### src/rtl/uart_arith_pkg.sv
// Shared types and constants for the UART baud-rate arithmetic blocks
// (shift_mult feeds shift_div).
package uart_arith_pkg;

    localparam int DVD_W_DEF = 24;
    localparam int DVS_W_DEF = 16;
    localparam int CNT_WIDTH = $clog2(DVD_W_DEF + 1);

    typedef logic [DVD_W_DEF-1:0] dividend_word_t;
    typedef logic [DVS_W_DEF-1:0] divisor_word_t;
    typedef logic [DVD_W_DEF-1:0] quotient_word_t;
    typedef logic [DVS_W_DEF-1:0] remainder_word_t;

    typedef enum logic {
        IDLE = 1'b0,
        RUN  = 1'b1
    } div_state_e;

endpackage

### src/rtl/shift_div_step.sv
// One restoring-division step: shift the next dividend bit into the
// remainder, trial-subtract the divisor and keep the result if it fits.
module shift_div_step #(
    parameter int DIVISOR_WIDTH = 16
) (
    input  logic [DIVISOR_WIDTH-1:0] rem_in,
    input  logic                     bit_in,
    input  logic [DIVISOR_WIDTH-1:0] divisor,
    output logic [DIVISOR_WIDTH-1:0] rem_out,
    output logic                     q_bit
);

    // Partial remainder is one bit wider than the divisor so the shifted
    // value never loses its carry before the compare.
    logic [DIVISOR_WIDTH:0] prem;

    // Trial subtract; the result always fits back in DIVISOR_WIDTH bits
    // because the kept remainder stays below the divisor.
    always_comb begin
        prem    = {rem_in, bit_in};
        q_bit   = (prem >= {1'b0, divisor});
        rem_out = DIVISOR_WIDTH'(q_bit ? (prem - {1'b0, divisor}) : prem);
    end

endmodule

### src/rtl/shift_div.sv
// Sequential restoring divider, one quotient bit per clock.
// Dividend bits shift out of the top of the working register while
// quotient bits shift in at the bottom, so one register serves both.
module shift_div
    import uart_arith_pkg::*;
#(
    parameter int DIVIDEND_WIDTH = DVD_W_DEF,
    parameter int DIVISOR_WIDTH  = DVS_W_DEF
) (
    input  logic                      clk,
    input  logic                      rst_n,
    input  logic [DIVIDEND_WIDTH-1:0] dividend,
    input  logic [DIVISOR_WIDTH-1:0]  divisor,
    input  logic                      start,
    output logic [DIVIDEND_WIDTH-1:0] quotient,
    output logic [DIVISOR_WIDTH-1:0]  remainder,
    output logic                      busy,
    output logic                      done,
    output logic                      div_by_zero
);

    localparam int CW = $clog2(DIVIDEND_WIDTH + 1);

    div_state_e                state, state_nxt;
    logic [CW-1:0]             cnt;
    logic [DIVIDEND_WIDTH-1:0] work;
    logic [DIVISOR_WIDTH-1:0]  dvs_q;
    logic [DIVISOR_WIDTH-1:0]  prem;
    logic [DIVISOR_WIDTH-1:0]  step_rem;
    logic                      step_q;
    logic [DIVIDEND_WIDTH-1:0] work_nxt;
    logic                      accept, dz, last;

    assign accept   = (state == IDLE) && start && (divisor != '0);
    assign dz       = (state == IDLE) && start && (divisor == '0);
    assign last     = (state == RUN)  && (cnt == CW'(1));
    assign work_nxt = {work[DIVIDEND_WIDTH-2:0], step_q};

    shift_div_step #(.DIVISOR_WIDTH(DIVISOR_WIDTH)) u_step (
        .rem_in  (prem),
        .bit_in  (work[DIVIDEND_WIDTH-1]),
        .divisor (dvs_q),
        .rem_out (step_rem),
        .q_bit   (step_q)
    );

    // State register
    always_ff @(posedge clk or negedge rst_n) begin
        if (!rst_n) state <= IDLE;
        else        state <= state_nxt;
    end

    // Next-state: divide-by-zero resolves in IDLE without entering RUN
    always_comb begin
        state_nxt = state;
        case (state)
            IDLE:    if (accept) state_nxt = RUN;
            RUN:     if (last)   state_nxt = IDLE;
            default: state_nxt = IDLE;
        endcase
    end

    // Outputs decoded from state
    always_comb begin
        busy = (state == RUN);
    end

    // Datapath: operand latch, per-bit step, result registers and flags
    always_ff @(posedge clk or negedge rst_n) begin
        if (!rst_n) begin
            cnt         <= '0;
            work        <= '0;
            dvs_q       <= '0;
            prem        <= '0;
            quotient    <= '0;
            remainder   <= '0;
            done        <= 1'b0;
            div_by_zero <= 1'b0;
        end else begin
            done <= 1'b0;
            if (accept) begin
                work        <= dividend;
                dvs_q       <= divisor;
                prem        <= '0;
                cnt         <= CW'(DIVIDEND_WIDTH);
                div_by_zero <= 1'b0;
            end else if (dz) begin
                quotient    <= '1;
                remainder   <= '0;
                div_by_zero <= 1'b1;
                done        <= 1'b1;
            end else if (state == RUN) begin
                work <= work_nxt;
                prem <= step_rem;
                cnt  <= cnt - CW'(1);
                if (last) begin
                    quotient  <= work_nxt;
                    remainder <= step_rem;
                    done      <= 1'b1;
                end
            end
        end
    end

endmodule

### config.mk
export PLATFORM = sky130hd
export DESIGN_NAME = shift_div
export DESIGN_NICKNAME = d
export VERILOG_FILES = /design/src/rtl/uart_arith_pkg.sv /design/src/rtl/shift_div_step.sv /design/src/rtl/shift_div.sv
export SDC_FILE = /design/constraint.sdc
export NUM_CORES = 1
export LEC_CHECK = 0
export CAP_MARGIN = 0
export CORE_MARGIN = 3
export CORE_UTILIZATION = 56
export CTS_BUF_LIST = sky130_fd_sc_hd__clkbuf_8
export DETAILED_ROUTE_END_ITERATION = 7
export PLACE_DENSITY = 0.93
export SYNTH_ARGS = -nofsm -noshare
export SYNTH_HDL_FRONTEND = slang
export SYNTH_SLANG_ARGS = --single-unit
### constraint.sdc
create_clock -name clk -period 2.67 [get_ports clk]
set_input_delay 0.534 -clock clk [delete_from_list [all_inputs] [get_ports clk]]
set_output_delay 0.534 -clock clk [all_outputs]
set_load 0.005 [all_outputs]
==> run_results.csv <==
group,metric,value,unit
yosys,yosys_most_used_dff,"dfrtp_1",
critical_path,crit_arrival,2.90,ns
yosys,syn-num-nets,617,
yosys,postSynthCellCount,555,
yosys,synth_most_common_cell,"dfrtp_1",
floorplanning,die_area,10700,um^2
detailed_routing,drtAntennaViolNets,0,
status,status,"complete, no violations",
pwr,finalPower,9690,uW
placed_design,port_buffers,85,
sta,fin_ws,0.0374,ns
yosys,synth_top_cells_by_count,"104 x dfrtp_1, 102 x nand2_1, 28 x o21ai_0",
sta,slew_viol_final,0,
finish,syn_to_final_growth,25.8,%
critical_path,path_buf_inv,1,
detailed_routing,drt-pass1-iter-count,6,
sta,setup_tns,0,ns
finish,nNetsFinal,705,
clock_network,insertion_delay,0.38,ns
sta,maxSlewHeadroom,54.5,%
critical_path,cp_top_family,"simple AND/OR/NAND/NOR gates",
sta,tightest_slew,0.683,ns
clock_network,path_clk_slew,0.11,ns
floorplanning,io_pins,86,
finish,multi_input_area,2500,um^2
critical_path,timing.critical_path.to_type,"flip-flop",
pwr,p_sw,4450,uW
critical_path,cp.required,2.94,ns
pwr,p_leak,0.00287,uW
clock_network,clock-sinks,104,
finish,insertedDiodeCount,0,
yosys,yosysSeqAreaShare,49.1,%
clock_network,cts_tree,"built",
clock_network,clockBufferDepth,2,
sta,final-hold-violation-count,0,
sta,finalCritPeriodShare,98.6,%
critical_path,path_class,"reg2reg",
yosys,yosysUniqueCellTypes,53,
critical_path,worstPathCellList,"ha_1 > nand3_1 > nor4_1 > nor3_1 > o21ai_0 > nor2_1 > buf_4 > o311ai_0",
yosys,synthArstFlopShare,100,%
grt,grt_pass1_wl,24000,um
critical_path,critPathMaxFanout,10,
clock_network,cts_root_buf,"clkbuf_8",
yosys,yosys_warnings,0,
pwr,power_density,1450,nW/um^2
worst_hold_path,hold_path_class,"in2async",
critical_path,worstReg2RegStart,"prem[9]",
critical_path,start_kind,"flip-flop",
finish,drive_gt1_share,10.3,%
sta,fin_worst_skew,0.0109,ns
yosys,yosysTopAreaCell,"dfrtp_1",
finish,ff_latch_area,2600,um^2
detailed_routing,route.detailed.drc,0,
yosys,syn_area,5300,um^2
floorplanning,start_util,59.3,%
pwr,power_frac_seq,30.0,%
placed_design,place_ws,0.0280,ns
pwr,cell_internal_pwr,5250,uW
detailed_routing,avgViaCountPerCell,6.50,
yosys,synth_edf_count,0,
sta,period_needed,2.63,ns
detailed_routing,dr.first_iter.drc_count,616,
grt,gr-total-overflow,0,
floorplanning,core,8930,um^2
grt,antenna_found_initial,0,
sta,setup_viol,0,
critical_path,cp-startpoint,"prem[9]",
placed_design,dp_hpwl,10300,um
sta,max_freq,380,MHz
clock_network,cts-buffers-inserted,9,
yosys,synth.avg_cell_area,9.55,um^2
floorplanning,die_x,103,um
critical_path,critPathMaxStageDelay,0.49,ns
yosys,synth-seq-cells,104,
grt,grt_max_degree,53,
yosys,netlist.area_leader.share,49.1,%
pwr,power.share.combinational,59.3,%
grt,grt_pass1_vias,4856,
detailed_routing,vias,4911,
detailed_routing,routedWlPerCell,19.8,um
critical_path,slowest_stage,"ha_1",
floorplanning,die_y,103,um
pwr,swShare,45.9,%
clock_network,h-tree-depth,3,
sta,rsz0062_at_grt,"yes",
yosys,synth_area_leaders,"dfrtp_1 49%, nand2_1 7.2%, ha_1 4.3%",
grt,grt_usage,28.7,%
run,max-cap-violations,0,
pwr,clockPowerShare,10.7,%
floorplanning,row_count,34,
pwr,ir_drop,0.708,mV
detailed_routing,wl,15000,um
finish,postLayoutCoreUtil,74.6,%
finish,nFillCells,589,
critical_path,r2r_slack,0.04,ns
placed_design,place_congestion,0.988,
repair_timing:
item,in CTS,in global routing
hold endpoints to repair,0,0
buffers inserted,0,6
hold buffers,0,0
resized for setup,0,17
setup endpoints to repair,0,30
layer usage:
metal | GRT usage [%] | share of wire [%]
met1 | 37.7 | 41
met2 | 47.7 | 48
met3 | 7.04 | 8.8
met4 | 7.77 | 2.2
met5 | 0 | 0
final timing paths:
check,cells past startpoint,to
worst max-delay path,8,prem[3]
worst min-delay path,1,dvs_q[0]
worst max register to register,8,prem[3]
worst min register to register,2,remainder[4]
max in group asynchronous,2,work[22]
min in group clk,2,remainder[4]
metrics by stage:
stage	area, um^2	hold slack, ns	cells
after global routing	6670	0.221	756
after CTS	6560	0.200	750
after detailed placement	6340	0.476	734
after global placement	6340	0.466	734
after floorplan	5300	0.238	555
final	6670	0.169	756
layout make-up:
class	instances	share of cell area, %
sequential	104	39.0
multi-input combinational	388	37.5
timing repair buffer	117	17.0
tap	108	2.03
clock buffer	9	1.86
clock inverter	7	1.37
inverter	23	1.30
logic make-up after synthesis:
| logic type | count (synthesis) | share of synthesized area (%) |
|---|---|---|
| muxes | 1 | 0.189 |
| and+or+nand+nor | 191 | 16.4 |
| DFF | 104 | 49.1 |
| xor gates and xnor gates | 14 | 2.31 |
| adders and majority gates | 19 | 4.63 |
| AOI/OAI and AO/OA | 163 | 22.3 |
| buffers and inverters | 63 | 5.03 |
worst register-to-register path, delay by kind of cell, from the launching register on:
family          cells  cell delay (ns)
flops               1             0.43
simple gates        4             0.84
buf+inv             1             0.21
compound gates      2             0.57
fa+ha+maj           1             0.49
registers in the layout (all words and copies together), names as in the netlist:
| signal | cells |
|---|---|
| quotient | 24 |
| div_by_zero | 1 |
| busy | 1 |
| cnt | 5 |
| remainder | 16 |
| dvs_q | 16 |
| work | 24 |
| done | 1 |
| prem | 16 |
power by group through the flow:
stage / clock network [uW] / logic [uW] / registers, uW
global route: 1110 / 6220 / 2980
global placement: 0 / 4950 / 2860
detailed placement: 0 / 5210 / 2900
finish: 1040 / 5750 / 2910
floorplan: 0 / 3540 / 2740
CTS: 1050 / 5300 / 2880
cell usage in the layout (no fill, tap or decap), types with 2 or more instances in the layout:
cell type,count
dfrtp_1,104
nand2_1,102
clkdlybuf4s50_1,84
buf_4,29
o21ai_0,26
a22oi_1,25
o22a_1,23
inv_1,22
nor2_1,18
nand4_1,16
ha_1,16
nand3_1,15
o31ai_1,14
a21oi_1,13
o211ai_1,12
nor3_1,9
clkbuf_8,9
xnor2_1,8
a41oi_1,7
and3_1,7
nor4_1,6
o21ai_1,6
xor2_1,6
a211oi_1,5
a21o_1,5
a21oi_2,4
nand2b_1,4
nor2b_1,3
and2_1,3
a211oi_2,3
inv_8,3
buf_12,3
nor4b_1,2
a211o_1,2
o21a_1,2
o22ai_1,2
o311ai_1,2
ha_2,2
clkinv_8,2
Note: power is estimated with default switching activity, not from simulation.
